$ cat config.mk
export PLATFORM = sky130hd
export DESIGN_NAME = vo_timing_gen
export DESIGN_NICKNAME = d
export VERILOG_FILES = /design/src/rtl/vo_timing_pkg.sv /design/src/rtl/vo_raster_cnt.sv /design/src/rtl/vo_timing_gen.sv
export SDC_FILE = /design/constraint.sdc
export NUM_CORES = 1
export LEC_CHECK = 0
export CAP_MARGIN = 5
export CORE_UTILIZATION = 30
export CTS_CLUSTER_DIAMETER = 100
export DETAILED_ROUTE_END_ITERATION = 16
export PLACE_DENSITY_LB_ADDON = 0.1
export SKIP_CTS_REPAIR_TIMING = 1
export SYNTH_ARGS = -nofsm -noshare
export SYNTH_HDL_FRONTEND = slang
export SYNTH_SLANG_ARGS = --single-unit
$ cat constraint.sdc
create_clock -name clk -period 1.8 [get_ports clk]
set_clock_uncertainty 0.15 [all_clocks]
set_input_delay 0.36 -clock clk [delete_from_list [all_inputs] [get_ports clk]]
set_output_delay 0.36 -clock clk [all_outputs]
set_load 0.05 [all_outputs]
$ cat src/rtl/vo_timing_pkg.sv
// Shared timing constants and FSM encoding for the video-out timing generator.
package vo_timing_pkg;

  // 1280x720p60 raster defaults
  localparam int H_DISP_DEF    = 1280;
  localparam int H_FP_DEF      = 110;
  localparam int H_SYNC_DEF    = 40;
  localparam int H_BP_DEF      = 220;
  localparam int V_DISP_DEF    = 720;
  localparam int V_FP_DEF      = 5;
  localparam int V_SYNC_DEF    = 5;
  localparam int V_BP_DEF      = 20;
  localparam int CNT_WIDTH_DEF = 12;

  // Full period of a line or frame from its four segments
  function automatic int calc_total(input int disp, input int fp, input int sync, input int bp);
    return disp + fp + sync + bp;
  endfunction

  localparam int H_TOTAL_DEF = calc_total(H_DISP_DEF, H_FP_DEF, H_SYNC_DEF, H_BP_DEF);
  localparam int V_TOTAL_DEF = calc_total(V_DISP_DEF, V_FP_DEF, V_SYNC_DEF, V_BP_DEF);

  typedef enum logic [1:0] {
    ST_IDLE     = 2'd0,
    ST_RUN      = 2'd1,
    ST_STOPPING = 2'd2
  } vo_state_e;

endpackage

$ cat src/rtl/vo_raster_cnt.sv
// Horizontal/vertical raster counters and stage-0 region decode.
// Counters only advance while i_run is high and sit at (0,0) otherwise,
// so all region flags are forced inactive while the generator is idle.
module vo_raster_cnt
  import vo_timing_pkg::*;
#(
  parameter int H_DISP    = H_DISP_DEF,
  parameter int H_FP      = H_FP_DEF,
  parameter int H_SYNC    = H_SYNC_DEF,
  parameter int H_BP      = H_BP_DEF,
  parameter int V_DISP    = V_DISP_DEF,
  parameter int V_FP      = V_FP_DEF,
  parameter int V_SYNC    = V_SYNC_DEF,
  parameter int V_BP      = V_BP_DEF,
  parameter int CNT_WIDTH = CNT_WIDTH_DEF
) (
  input  logic clk,
  input  logic rst_n,
  input  logic i_run,
  output logic o_frame_end,
  output logic o_active,
  output logic o_hs_a,
  output logic o_vs_a
);

  localparam int H_TOTAL = calc_total(H_DISP, H_FP, H_SYNC, H_BP);
  localparam int V_TOTAL = calc_total(V_DISP, V_FP, V_SYNC, V_BP);

  localparam logic [CNT_WIDTH-1:0] H_LAST     = CNT_WIDTH'(H_TOTAL - 1);
  localparam logic [CNT_WIDTH-1:0] V_LAST     = CNT_WIDTH'(V_TOTAL - 1);
  localparam logic [CNT_WIDTH-1:0] H_ACT_END  = CNT_WIDTH'(H_DISP);
  localparam logic [CNT_WIDTH-1:0] V_ACT_END  = CNT_WIDTH'(V_DISP);
  localparam logic [CNT_WIDTH-1:0] HS_START   = CNT_WIDTH'(H_DISP + H_FP);
  localparam logic [CNT_WIDTH-1:0] HS_END     = CNT_WIDTH'(H_DISP + H_FP + H_SYNC);
  localparam logic [CNT_WIDTH-1:0] VS_START   = CNT_WIDTH'(V_DISP + V_FP);
  localparam logic [CNT_WIDTH-1:0] VS_END     = CNT_WIDTH'(V_DISP + V_FP + V_SYNC);

  logic [CNT_WIDTH-1:0] r_h_cnt;
  logic [CNT_WIDTH-1:0] r_v_cnt;
  logic                 w_line_end;
  logic                 w_frame_end;

  assign w_line_end  = (r_h_cnt == H_LAST);
  assign w_frame_end = w_line_end && (r_v_cnt == V_LAST);

  // Advance h every clock while running; v steps on each h wrap
  always_ff @(posedge clk) begin
    if (!rst_n) begin
      r_h_cnt <= '0;
      r_v_cnt <= '0;
    end else if (!i_run) begin
      r_h_cnt <= '0;
      r_v_cnt <= '0;
    end else if (w_line_end) begin
      r_h_cnt <= '0;
      if (w_frame_end) begin
        r_v_cnt <= '0;
      end else begin
        r_v_cnt <= r_v_cnt + 1'b1;
      end
    end else begin
      r_h_cnt <= r_h_cnt + 1'b1;
    end
  end

  assign o_frame_end = i_run && w_frame_end;
  assign o_active    = i_run && (r_h_cnt < H_ACT_END) && (r_v_cnt < V_ACT_END);
  assign o_hs_a      = i_run && (r_h_cnt >= HS_START) && (r_h_cnt < HS_END);
  assign o_vs_a      = i_run && (r_v_cnt >= VS_START) && (r_v_cnt < VS_END);

endmodule

$ cat src/rtl/vo_timing_gen.sv
// Display-side raster timing generator: pulls RGB565 pixels from the output
// FIFO and emits hs/vs/de/data for the encoder, two clocks behind the counters.
// Start/stop requests take effect only on frame boundaries.
module vo_timing_gen
  import vo_timing_pkg::*;
#(
  parameter int          H_DISP          = H_DISP_DEF,
  parameter int          H_FP            = H_FP_DEF,
  parameter int          H_SYNC          = H_SYNC_DEF,
  parameter int          H_BP            = H_BP_DEF,
  parameter int          V_DISP          = V_DISP_DEF,
  parameter int          V_FP            = V_FP_DEF,
  parameter int          V_SYNC          = V_SYNC_DEF,
  parameter int          V_BP            = V_BP_DEF,
  parameter logic        HS_POL          = 1'b1,
  parameter logic        VS_POL          = 1'b1,
  parameter logic [15:0] UNDERFLOW_COLOR = 16'h0000,
  parameter int          CNT_WIDTH       = CNT_WIDTH_DEF
) (
  input  logic        clk,
  input  logic        rst_n,
  input  logic        en,
  input  logic        fifo_empty,
  input  logic [15:0] fifo_data,
  output logic        fifo_rd_en,
  output logic        frame_start,
  output logic        vo_hs,
  output logic        vo_vs,
  output logic        vo_de,
  output logic [15:0] vo_data,
  output logic        underflow,
  input  logic        underflow_clr
);

  vo_state_e r_state;
  vo_state_e w_state_next;
  logic      w_frame_start_next;
  logic      r_frame_start;

  logic      w_run;
  logic      w_frame_end;
  logic      w_active;
  logic      w_hs_a;
  logic      w_vs_a;
  logic      w_rd_en;

  // Stage 1
  logic      r_active_d1;
  logic      r_hs_a_d1;
  logic      r_vs_a_d1;
  logic      r_rd_ok_d1;
  logic      r_miss_d1;

  // Stage 2 (output registers)
  logic        r_vo_de;
  logic        r_vo_hs;
  logic        r_vo_vs;
  logic [15:0] r_vo_data;
  logic        r_underflow;

  assign w_run = (r_state != ST_IDLE);

  vo_raster_cnt #(
    .H_DISP    (H_DISP),
    .H_FP      (H_FP),
    .H_SYNC    (H_SYNC),
    .H_BP      (H_BP),
    .V_DISP    (V_DISP),
    .V_FP      (V_FP),
    .V_SYNC    (V_SYNC),
    .V_BP      (V_BP),
    .CNT_WIDTH (CNT_WIDTH)
  ) u_raster_cnt (
    .clk         (clk),
    .rst_n       (rst_n),
    .i_run       (w_run),
    .o_frame_end (w_frame_end),
    .o_active    (w_active),
    .o_hs_a      (w_hs_a),
    .o_vs_a      (w_vs_a)
  );

  // Read only real active pixels; an empty FIFO means that pixel is skipped, never re-read
  assign w_rd_en = w_active && !fifo_empty;

  // State register plus the frame_start pulse that accompanies entry to (0,0)
  always_ff @(posedge clk) begin
    if (!rst_n) begin
      r_state       <= ST_IDLE;
      r_frame_start <= 1'b0;
    end else begin
      r_state       <= w_state_next;
      r_frame_start <= w_frame_start_next;
    end
  end

  // Next state: run requests honoured immediately from idle, stops deferred to frame end
  always_comb begin
    w_state_next       = r_state;
    w_frame_start_next = 1'b0;
    case (r_state)
      ST_IDLE: begin
        if (en) begin
          w_state_next       = ST_RUN;
          w_frame_start_next = 1'b1;
        end
      end
      ST_RUN: begin
        if (!en) begin
          // A stop seen on the very last clock of a frame needs no extra frame
          w_state_next = w_frame_end ? ST_IDLE : ST_STOPPING;
        end else if (w_frame_end) begin
          w_frame_start_next = 1'b1;
        end
      end
      ST_STOPPING: begin
        if (en) begin
          w_state_next       = ST_RUN;
          w_frame_start_next = w_frame_end;
        end else if (w_frame_end) begin
          w_state_next = ST_IDLE;
        end
      end
      default: begin
        w_state_next = ST_IDLE;
      end
    endcase
  end

  // Stage 1: capture region flags alongside the read strobe the FIFO answers next clock
  always_ff @(posedge clk) begin
    if (!rst_n) begin
      r_active_d1 <= 1'b0;
      r_hs_a_d1   <= 1'b0;
      r_vs_a_d1   <= 1'b0;
      r_rd_ok_d1  <= 1'b0;
      r_miss_d1   <= 1'b0;
    end else begin
      r_active_d1 <= w_active;
      r_hs_a_d1   <= w_hs_a;
      r_vs_a_d1   <= w_vs_a;
      r_rd_ok_d1  <= w_rd_en;
      r_miss_d1   <= w_active && fifo_empty;
    end
  end

  // Stage 2: aligned output registers; missed active pixels get the fill colour
  always_ff @(posedge clk) begin
    if (!rst_n) begin
      r_vo_de   <= 1'b0;
      r_vo_hs   <= ~HS_POL;
      r_vo_vs   <= ~VS_POL;
      r_vo_data <= 16'h0000;
    end else begin
      r_vo_de   <= r_active_d1;
      r_vo_hs   <= r_hs_a_d1 ? HS_POL : ~HS_POL;
      r_vo_vs   <= r_vs_a_d1 ? VS_POL : ~VS_POL;
      if (r_rd_ok_d1) begin
        r_vo_data <= fifo_data;
      end else if (r_active_d1) begin
        r_vo_data <= UNDERFLOW_COLOR;
      end else begin
        r_vo_data <= 16'h0000;
      end
    end
  end

  // Sticky underflow flag; a new miss wins over a clear in the same clock
  always_ff @(posedge clk) begin
    if (!rst_n) begin
      r_underflow <= 1'b0;
    end else if (r_miss_d1) begin
      r_underflow <= 1'b1;
    end else if (underflow_clr) begin
      r_underflow <= 1'b0;
    end
  end

  assign fifo_rd_en  = w_rd_en;
  assign frame_start = r_frame_start;
  assign vo_hs       = r_vo_hs;
  assign vo_vs       = r_vo_vs;
  assign vo_de       = r_vo_de;
  assign vo_data     = r_vo_data;
  assign underflow   = r_underflow;

endmodule

==> results by group, run 1 <==
Timing
  • Period utilisation layout: 1.28
  • Worst relative slew slack: 0.689
  • Fmax: about 430 MHz
  • Final Hold Vio Count: 0
  • Worst-Margin Slew: 0.467 ns
  • Final Setup Violations: 8
  • Setup WS post-layout: -0.500 ns
  • Unrepaired setup endpoints after global routing: true
  • Tmin final: 2.30 ns
  • Max-slew violations: 0
  • Setup TNS: -0.905 ns

Logic synthesis
  • Count leader, synth: dfxtp_1
  • YS warnings: 0
  • Synth area leaders: dfxtp_1 (48%), and3_1 (5.7%), ha_1 (5.1%), a21oi_1 (3.2%), or4_1 (3.1%)
  • Mapped Area: approximately 0.0022 mm^2
  • FF+latch count, synth: 52
  • Post-Syn Instances: about 230
  • Ys flop type: dfxtp_1
  • Synth area leader: dfxtp_1
  • Synth unique cells: 40
  • Register area share after synthesis: 0.476
  • Most frequent cells after synthesis: dfxtp_1 (52), and3_1 (20), nor2_1 (17)
  • Post-synth EDFFs: 0
  • Mapped Avg Cell Area: approximately 9.3 um^2
  • Synth async-reset ratio: 0
  • Post-synth top area share: 0.476
  • Net Count, Synth: 264

Power
  • Pwr dens: roughly 650 mW/mm^2
  • Logic gate share of total power: 0.109
  • Leakage: between 0.001 and 0.0015 uW
  • Sw frac: 0.240
  • P_int: roughly 1700 uW
  • Design Power: ~2300 uW
  • NetSw: about 540 uW
  • Clock group share of total power: 0.369
  • Max IR drop VDD: roughly 290 uV
  • Seq pwr share: 0.522

Drt
  • Post-route ant nets: 0
  • Vias: 1961
  • Avg WL per Cell: 13.0 um
  • Wirelength, routed: about 5.4 mm
  • Post-route DRC: 0
  • 1st-iter DRT viols: between 60 and 70
  • 1st-pass router iterations: 4
  • Via/cell ratio: around 4.7

Finish
  • Layout cell share with drive strength beyond 1: 0.404
  • Core Util, Final: 0.506
  • Antenna diodes: 0
  • Register area: around 0.0011 mm^2
  • Final instance area: 0.00349 mm^2
  • Area Overhead vs Synth: 59.8%
  • Multi-input logic area: 0.00136 mm^2
  • Final #Nets: 353
  • Fillers: 669

Placed design
  • Placed Area: 0.00298 mm^2
  • Port Buf Inserts: 42
  • Routability Congestion: 0.723
  • DP Wirelength: around 3.7 mm

Critical path
  • Arrival time of the worst setup path: around 1.8 ns
  • Largest fanout on the critical path: 2
  • CP max stage delay: around 0.42 ns
  • Crit. End Element: output pin
  • R2R cell count: 7
  • Worst path slowest cell: or4_4
  • Critical path type: reg2out
  • Worst setup SP type: register
  • CP Data Required Time: roughly 1.3 ns
  • Cell breakdown of the critical path: inv_2 > ha_4 > or4_4 > a21oi_4 > o2111a_2 > buf_12

Job
  • Max-Cap Viols: 0

Clock network
  • Clock-pin slew on the worst setup and hold paths: around 0.10 ns
  • CTS sink cnt: between 50 and 60
  • Clk buf depth: 2
  • CTS Root Cell: clkbuf_8
  • Number of buffers created by CTS: 5
  • H-tree levels: 2
  • CTS tree: done
  • Worst skew pair latency: roughly 0.31 ns

GRT
  • Initial antenna violation count: 0
  • Vias in the first global route: between 1500 and 2000
  • Global-route wire length before repair: 8.27 mm
  • Global Route Usage Sum: 0.140
  • Largest net degree at the start of global routing: 21
  • Congestion Overflow GR: 0

Floorplanning
  • Chip width: between 80 and 90 um
  • Starting Density: 0.317
  • Core area: about 0.007 mm^2
  • Die ar.: approximately 0.0076 mm^2
  • Ports: between 40 and 50
  • Die Height: about 87 um
  • Rows: 30

Status
  • Outcome: complete, but fails checks
  • Failing checks: negative setup slack

Min path
  • Hold Path Cell Cnt: 1
  • Hold crit path type: reg2reg
[worst max-delay path, delay by kind of cell (launching register included)]
family          cells  cell delay (ns)
fa+ha+maj           1             0.15
simple gates        1             0.42
buf+inv             2             0.18
compound gates      2             0.37
flops               1             0.35
[cells in the final DEF (no fill, tap or decap), drive strengths merged, types with 2 or more instances in the layout]
master,netlist,routed
buf,2,70
clkbuf,7,6
nand2,14,14
and2,7,7
nand3,9,9
nor2,17,17
ha,9,9
and4,3,3
and3,20,20
nand4,5,5
or3,4,4
inv,10,11
nor4b,3,3
o21ai,8,8
nor2b,6,6
or4,9,9
o31ai,8,8
xnor2,4,4
a21oi,14,14
o2111a,2,2
xor2,5,5
dfxtp,52,52
clkdlybuf4s50,0,20
nor3,2,2
[stage by stage]
step	hold WS [ns]	instances	setup slack (ns)
after floorplan	0.262	234	-0.209
after global placement	0.269	406	-0.145
after detailed placement	0.271	406	-0.170
after CTS	0.294	414	-0.545
after global routing	0.330	420	-0.556
final	0.286	420	-0.500
[path summary, 6_finish.rpt]
| kind | startpoint | endpoint | slack, ns |
|---|---|---|---|
| min reg2reg | r_active_d1 | vo_de | 0.29 |
| max reg2reg | u_raster_cnt.r_h_cnt[1] | u_raster_cnt.r_v_cnt[11] | -0.08 |
| min | r_active_d1 | vo_de | 0.29 |
| max | r_state[0] | fifo_rd_en | -0.50 |
[cells by family after synthesis]
group / share of synthesized area
AND/OR/NAND/NOR: 0.288
flip-flops: 0.476
AO/OA/AOI/OAI: 0.110
buffers and inverters: 0.0338
XOR/XNOR: 0.0360
adder cells (fa/ha/maj): 0.0515
multiplexers: 0.00458
[power by group through the flow]
stage,Clock [uW],Sequential [uW],Combinational (uW)
after floorplan,0,1230,67.8
after global placement,0,1200,219
after detailed placement,0,1200,218
after CTS,867,1180,219
after global routing,912,1180,267
final,832,1180,247
[per-layer routing]
metal / wire length (um) / part of all wire / vias up / track usage
met5: 0 / 0 / - / 0
met4: 46 / 0.0084 / 0 / 0.0537
met3: 350 / 0.064 / 5 / 0.0332
met2: 2610 / 0.48 / 53 / 0.232
met1: 2430 / 0.45 / 893 / 0.175
li1: - / - / 1010 / -
[cell type report]
cell class | instances | area share
clock buffer | 5 | 0.0197
clock inverter | 3 | 0.0132
inverter | 10 | 0.0107
multi-input combinational | 163 | 0.388
sequential | 52 | 0.301
tap | 96 | 0.0344
timing repair buffer | 91 | 0.233
[state kept, by name (all words and copies together) (netlist names)]
name	cells
u_raster_cnt.r_h_cnt	12
r_hs_a_d1	1
r_state	2
vo_data	16
u_raster_cnt.r_v_cnt	12
r_miss_d1	1
vo_hs	1
underflow	1
r_vs_a_d1	1
vo_vs	1
r_rd_ok_d1	1
r_active_d1	1
frame_start	1
vo_de	1
(Power assumes the default switching activity.)
==> inputs of run 2 (changes only) <==
--- a/config.mk
+++ b/config.mk
@@ -6,10 +6,10 @@
 export NUM_CORES = 1
 export LEC_CHECK = 0
 export CAP_MARGIN = 5
-export CORE_UTILIZATION = 30
+export CORE_UTILIZATION = 36
 export CTS_CLUSTER_DIAMETER = 100
 export DETAILED_ROUTE_END_ITERATION = 16
-export PLACE_DENSITY_LB_ADDON = 0.1
+export PLACE_DENSITY = 0.6
 export SKIP_CTS_REPAIR_TIMING = 1
 export SYNTH_ARGS = -nofsm -noshare
 export SYNTH_HDL_FRONTEND = slang
==> results by group, run 2 (synthesis results as in run 1) <==
Finish
  • Core Util, Final: 0.546
  • Final #Nets: around 340
  • Area Overhead vs Synth: 46.9%
  • Max reg flops: 16
  • Layout cell share with drive strength beyond 1: 0.337
  • Most frequent cells in the layout: buf_4 (56), dfxtp_1 (46), and3_1 (20), clkdlybuf4s50_1 (20), nor2_1 (15)
  • Commonest non-fill, non-tap cell in the layout: buf_4
  • Antenna diodes: 0

Critical path
  • CP max stage delay: approximately 0.43 ns
  • Worst flop-to-flop path endpoint: u_raster_cnt.r_v_cnt[10]
  • Arrival time of the worst setup path: approximately 1.8 ns
  • Worst R2R Start: u_raster_cnt.r_h_cnt[1]
  • Cell breakdown of the critical path: inv_2 > ha_4 > or4_4 > a21oi_4 > o2111a_2 > buf_12
  • CP Data Required Time: 1.29 ns
  • Top Family by Delay on Critical Path: simple AND/OR/NAND/NOR gates
  • Largest fanout on the critical path: 2
  • Critical path type: reg2out
  • R2R cell count: 6
  • Worst path slowest cell: or4_4
  • CP bufs+invs: 2
  • Worst setup SP type: register
  • FF-to-FF setup slack: -0.05 ns
  • Crit. End Element: output pin

Drt
  • 1st-pass router iterations: 4
  • Post-route ant nets: 0
  • 1st-iter DRT viols: 53
  • Wirelength, routed: ~5.2 mm
  • Avg WL per Cell: about 13 um
  • Vias: 1956
  • Post-route DRC: 0
  • Via/cell ratio: around 5.0

GRT
  • Vias in the first global route: between 1500 and 2000
  • Global Route Usage Sum: 0.156
  • Congestion Overflow GR: 0
  • Initial antenna violation count: 0
  • Largest net degree at the start of global routing: 19
  • Global-route wire length before repair: approximately 7.7 mm

Clock network
  • CTS Root Cell: clkbuf_8
  • Worst skew pair latency: roughly 0.31 ns
  • Clock-pin slew on the worst setup and hold paths: about 0.10 ns
  • CTS sink cnt: 52
  • Number of buffers created by CTS: 5
  • CTS tree: done
  • Clk buf depth: 2
  • H-tree levels: 2

Placed design
  • DP Wirelength: between 3 and 4 mm
  • Post-Place Setup Slack: -0.230 ns
  • Routability Congestion: ~0.71
  • Port Buf Inserts: 42

Power
  • Leakage: around 0.0013 uW
  • Pwr dens: about 660 mW/mm^2
  • Max IR drop VDD: 344 uV
  • Design Power: ~2100 uW

Floorplanning
  • Starting Density: 0.372
  • Chip width: about 80 um
  • Die ar.: around 0.0064 mm^2
  • Rows: 28
  • Die Height: about 80 um
  • Ports: 43
  • Core area: a little under 0.006 mm^2

Timing
  • Worst-Margin Slew: about 0.4 ns
  • Worst relative slew slack: 0.736
  • Tmin final: between 2 and 2.5 ns
  • Period utilisation layout: 1.29
  • Final Hold Vio Count: 0
  • Max-slew violations: 0
  • Final Setup Violations: 3
  • Setup WS post-layout: -0.528 ns
  • Unrepaired setup endpoints after global routing: true
  • Min Hold Slack: roughly 0.29 ns
  • Setup TNS: -0.577 ns
  • Fmax: roughly 430 MHz

Status
  • Outcome: complete, but fails checks
  • Failing checks: negative setup slack

Job
  • Max-Cap Viols: 0

Min path
  • Hold Path Origin: r_active_d1
  • Min-Delay Endpoint: vo_de
  • Hold Path Cell Cnt: 1
  • Hold crit path type: reg2reg
run 2: changes by cell type in the layout (fill, tap and decap cells not counted), moves of 2 or more:
cell and delta:
o31ai_4 -4, o31ai_1 +5, or4_4 -3, a21oi_1 +2, nor2_1 +2, buf_4 -3, or4_1 +3, buf_6 -4
a21oi_2 -2
run 2: per-layer routing:
layer,routed length (um),share of wire,track usage
met1,2460,0.47,0.193
met3,254,0.049,0.0503
met4,81,0.016,0.0571
met2,2410,0.46,0.251
met5,0,0,0
run 2: worst max-delay path by stage:
stage | start | end | cells after the start
after floorplan | r_state[1] | fifo_rd_en | 5
after global placement | r_state[1] | fifo_rd_en | 6
after detailed placement | r_state[1] | fifo_rd_en | 6
after CTS | r_state[1] | fifo_rd_en | 6
after global routing | r_state[0] | fifo_rd_en | 6
final | r_state[0] | fifo_rd_en | 6
run 2: area by class of cell:
cell class / count / area [um^2]
timing repair buffer: 81 / 686
clock buffer: 5 / 68.8
clock inverter: 3 / 27.5
sequential: 52 / 1050
fill: 528 / 2670
inverter: 10 / 37.5
tap: 75 / 93.8
multi-input combinational: 164 / 1250
run 2: stage by stage:
step           area (um^2)  instances
2_1_floorplan         2200        234
3_3_place_gp          2880        375
3_5_place_dp          2880        375
4_1_cts               2980        383
5_1_grt               3210        390
6_report              3210        390
run 2: power by group:
group	switching [uW]	internal [uW]	total [uW]
clock network	409	286	695
registers	10.3	1170	1180
logic	118	121	239
total	537	1570	2110
==> inputs of run 3 (changes only) <==
--- a/config.mk
+++ b/config.mk
@@ -6,10 +6,11 @@
 export NUM_CORES = 1
 export LEC_CHECK = 0
 export CAP_MARGIN = 5
+export CORE_MARGIN = 2
 export CORE_UTILIZATION = 36
 export CTS_CLUSTER_DIAMETER = 100
 export DETAILED_ROUTE_END_ITERATION = 16
-export PLACE_DENSITY = 0.6
+export PLACE_DENSITY_LB_ADDON = 0.12
 export SKIP_CTS_REPAIR_TIMING = 1
 export SYNTH_ARGS = -nofsm -noshare
 export SYNTH_HDL_FRONTEND = slang
==> results by group, run 3 (synthesis results as in run 1) <==
Timing
  • Min Hold Slack: 0.292 ns
  • Worst relative slew slack: 0.728
  • Tmin final: around 2.3 ns
  • Period utilisation layout: 1.28
  • Setup WS post-layout: -0.509 ns
  • Worst-Margin Slew: ~0.4 ns
  • Fmax: roughly 430 MHz
  • Max-slew violations: 0
  • Final Setup Violations: 5
  • Unrepaired setup endpoints after global routing: true
  • Final Hold Vio Count: 0

Placed design
  • Placed Cells: 380
  • Placed Area: roughly 0.0029 mm^2
  • DP Wirelength: about 3.7 mm
  • Port Buf Inserts: between 40 and 50
  • Routability Congestion: roughly 0.74

Finish
  • Final std cells w/o fill: slightly below 400
  • Final instance area: 0.00316 mm^2
  • Core Util, Final: 0.536
  • Most frequent cells in the layout: buf_4 (59), dfxtp_1 (47), and3_1 (20), clkdlybuf4s50_1 (20), nor2_1 (17)
  • Fillers: approximately 560
  • Layout cell share with drive strength beyond 1: 0.306
  • Final #Nets: roughly 350
  • Max reg flops: 16
  • Antenna diodes: 0
  • Commonest non-fill, non-tap cell in the layout: buf_4
  • Area Overhead vs Synth: 44.3%

GRT
  • Vias in the first global route: 1718
  • Initial antenna violation count: 0
  • Global Route Usage Sum: 0.148
  • Global-route wire length before repair: between 7 and 8 mm
  • Largest net degree at the start of global routing: 22
  • Congestion Overflow GR: 0

Critical path
  • Arrival time of the worst setup path: about 1.8 ns
  • CP Data Required Time: between 1 and 1.5 ns
  • Crit. End Element: output pin
  • Worst path slowest cell: or4_4
  • Critical path type: reg2out
  • Worst setup SP type: register
  • FF-to-FF setup slack: -0.07 ns
  • Cell breakdown of the critical path: inv_1 > ha_2 > or4_4 > a21oi_2 > o2111a_2 > buf_12
  • CP max stage delay: ~0.42 ns
  • Largest fanout on the critical path: 2

Job
  • Max-Cap Viols: 0

Floorplanning
  • Rows: 28
  • Ports: 43
  • Chip width: 81.9 um
  • Core area: 0.00589 mm^2
  • Die Height: 81.9 um
  • Die ar.: between 0.006 and 0.007 mm^2
  • Starting Density: 0.372

Clock network
  • Number of buffers created by CTS: 5
  • CTS tree: done
  • Worst skew pair latency: 0.31 ns
  • H-tree levels: 2
  • CTS sink cnt: 52
  • Clk buf depth: 2
  • Clock-pin slew on the worst setup and hold paths: around 0.09 ns
  • CTS Root Cell: clkbuf_8

Power
  • Pwr dens: approximately 670 mW/mm^2
  • Design Power: roughly 2100 uW
  • Max IR drop VDD: ~290 uV
  • Leakage: between 0.001 and 0.0015 uW

Status
  • Failing checks: negative setup slack
  • Outcome: complete, but fails checks

Drt
  • Vias: 1911
  • 1st-iter DRT viols: 33
  • Wirelength, routed: 5.04 mm
  • 1st-pass router iterations: 6
  • Via/cell ratio: around 5
  • Post-route DRC: 0
  • Post-route ant nets: 0
  • Avg WL per Cell: 12.9 um

Min path
  • Hold crit path type: reg2reg
-- run 3: cell types whose count changed in the layout (fill, tap and decap cells not counted), sizes merged --
cell    delta
inv        +1
clkinv     -1
buf        +3
nand4      -1
-- run 3: worst paths after layout --
kind                                 from                  endpoint  cells after the start
setup / recovery               r_state[1]                fifo_rd_en                      6
setup reg to reg  u_raster_cnt.r_h_cnt[1]  u_raster_cnt.r_v_cnt[11]                      7
hold reg to reg                 r_vs_a_d1                     vo_vs                      1
hold / removal                  r_vs_a_d1                     vo_vs                      1
-- run 3: per-stage QoR --
stage	TNS, ns	setup WS (ns)
3_3_place_gp	-0.638	-0.163
3_5_place_dp	-0.547	-0.186
6_report	-0.672	-0.509
4_1_cts	-1.14	-0.534
5_1_grt	-1.61	-0.595
2_1_floorplan	-0.216	-0.209
-- run 3: per-layer routing --
layer | wire (um) | vias up | share of wire | track usage
met2 | 2300 | 39 | 0.46 | 0.244
met5 | 0 | - | 0 | 0
met4 | 43 | 0 | 0.0085 | 0.0400
li1 | - | 1000 | - | -
met3 | 292 | 5 | 0.058 | 0.0363
met1 | 2400 | 867 | 0.48 | 0.193
-- run 3: power breakdown --
| part | total (uW) | internal, uW | switching, uW |
|---|---|---|---|
| Sequential | 1180 | 1170 | 9.47 |
| Combinational | 221 | 111 | 110 |
| Clock | 702 | 284 | 418 |
| Total | 2100 | 1560 | 537 |
-- run 3: worst max-delay path, delay by kind of cell, from the launching register on --
family                     cells  cell delay (ns)
AOI/OAI and AO/OA              2             0.37
adders and majority gates      1             0.19
DFF                            1             0.34
and+or+nand+nor                1             0.42
buffers and inverters          2             0.19
-- run 3: layout make-up --
class | count | area, um^2 | area share
timing repair buffer | 84 | 708 | 0.224
tap | 75 | 93.8 | 0.0297
sequential | 52 | 1050 | 0.332
clock inverter | 3 | 25.0 | 0.00793
inverter | 10 | 37.5 | 0.0119
clock buffer | 5 | 68.8 | 0.0218
multi-input combinational | 163 | 1180 | 0.373
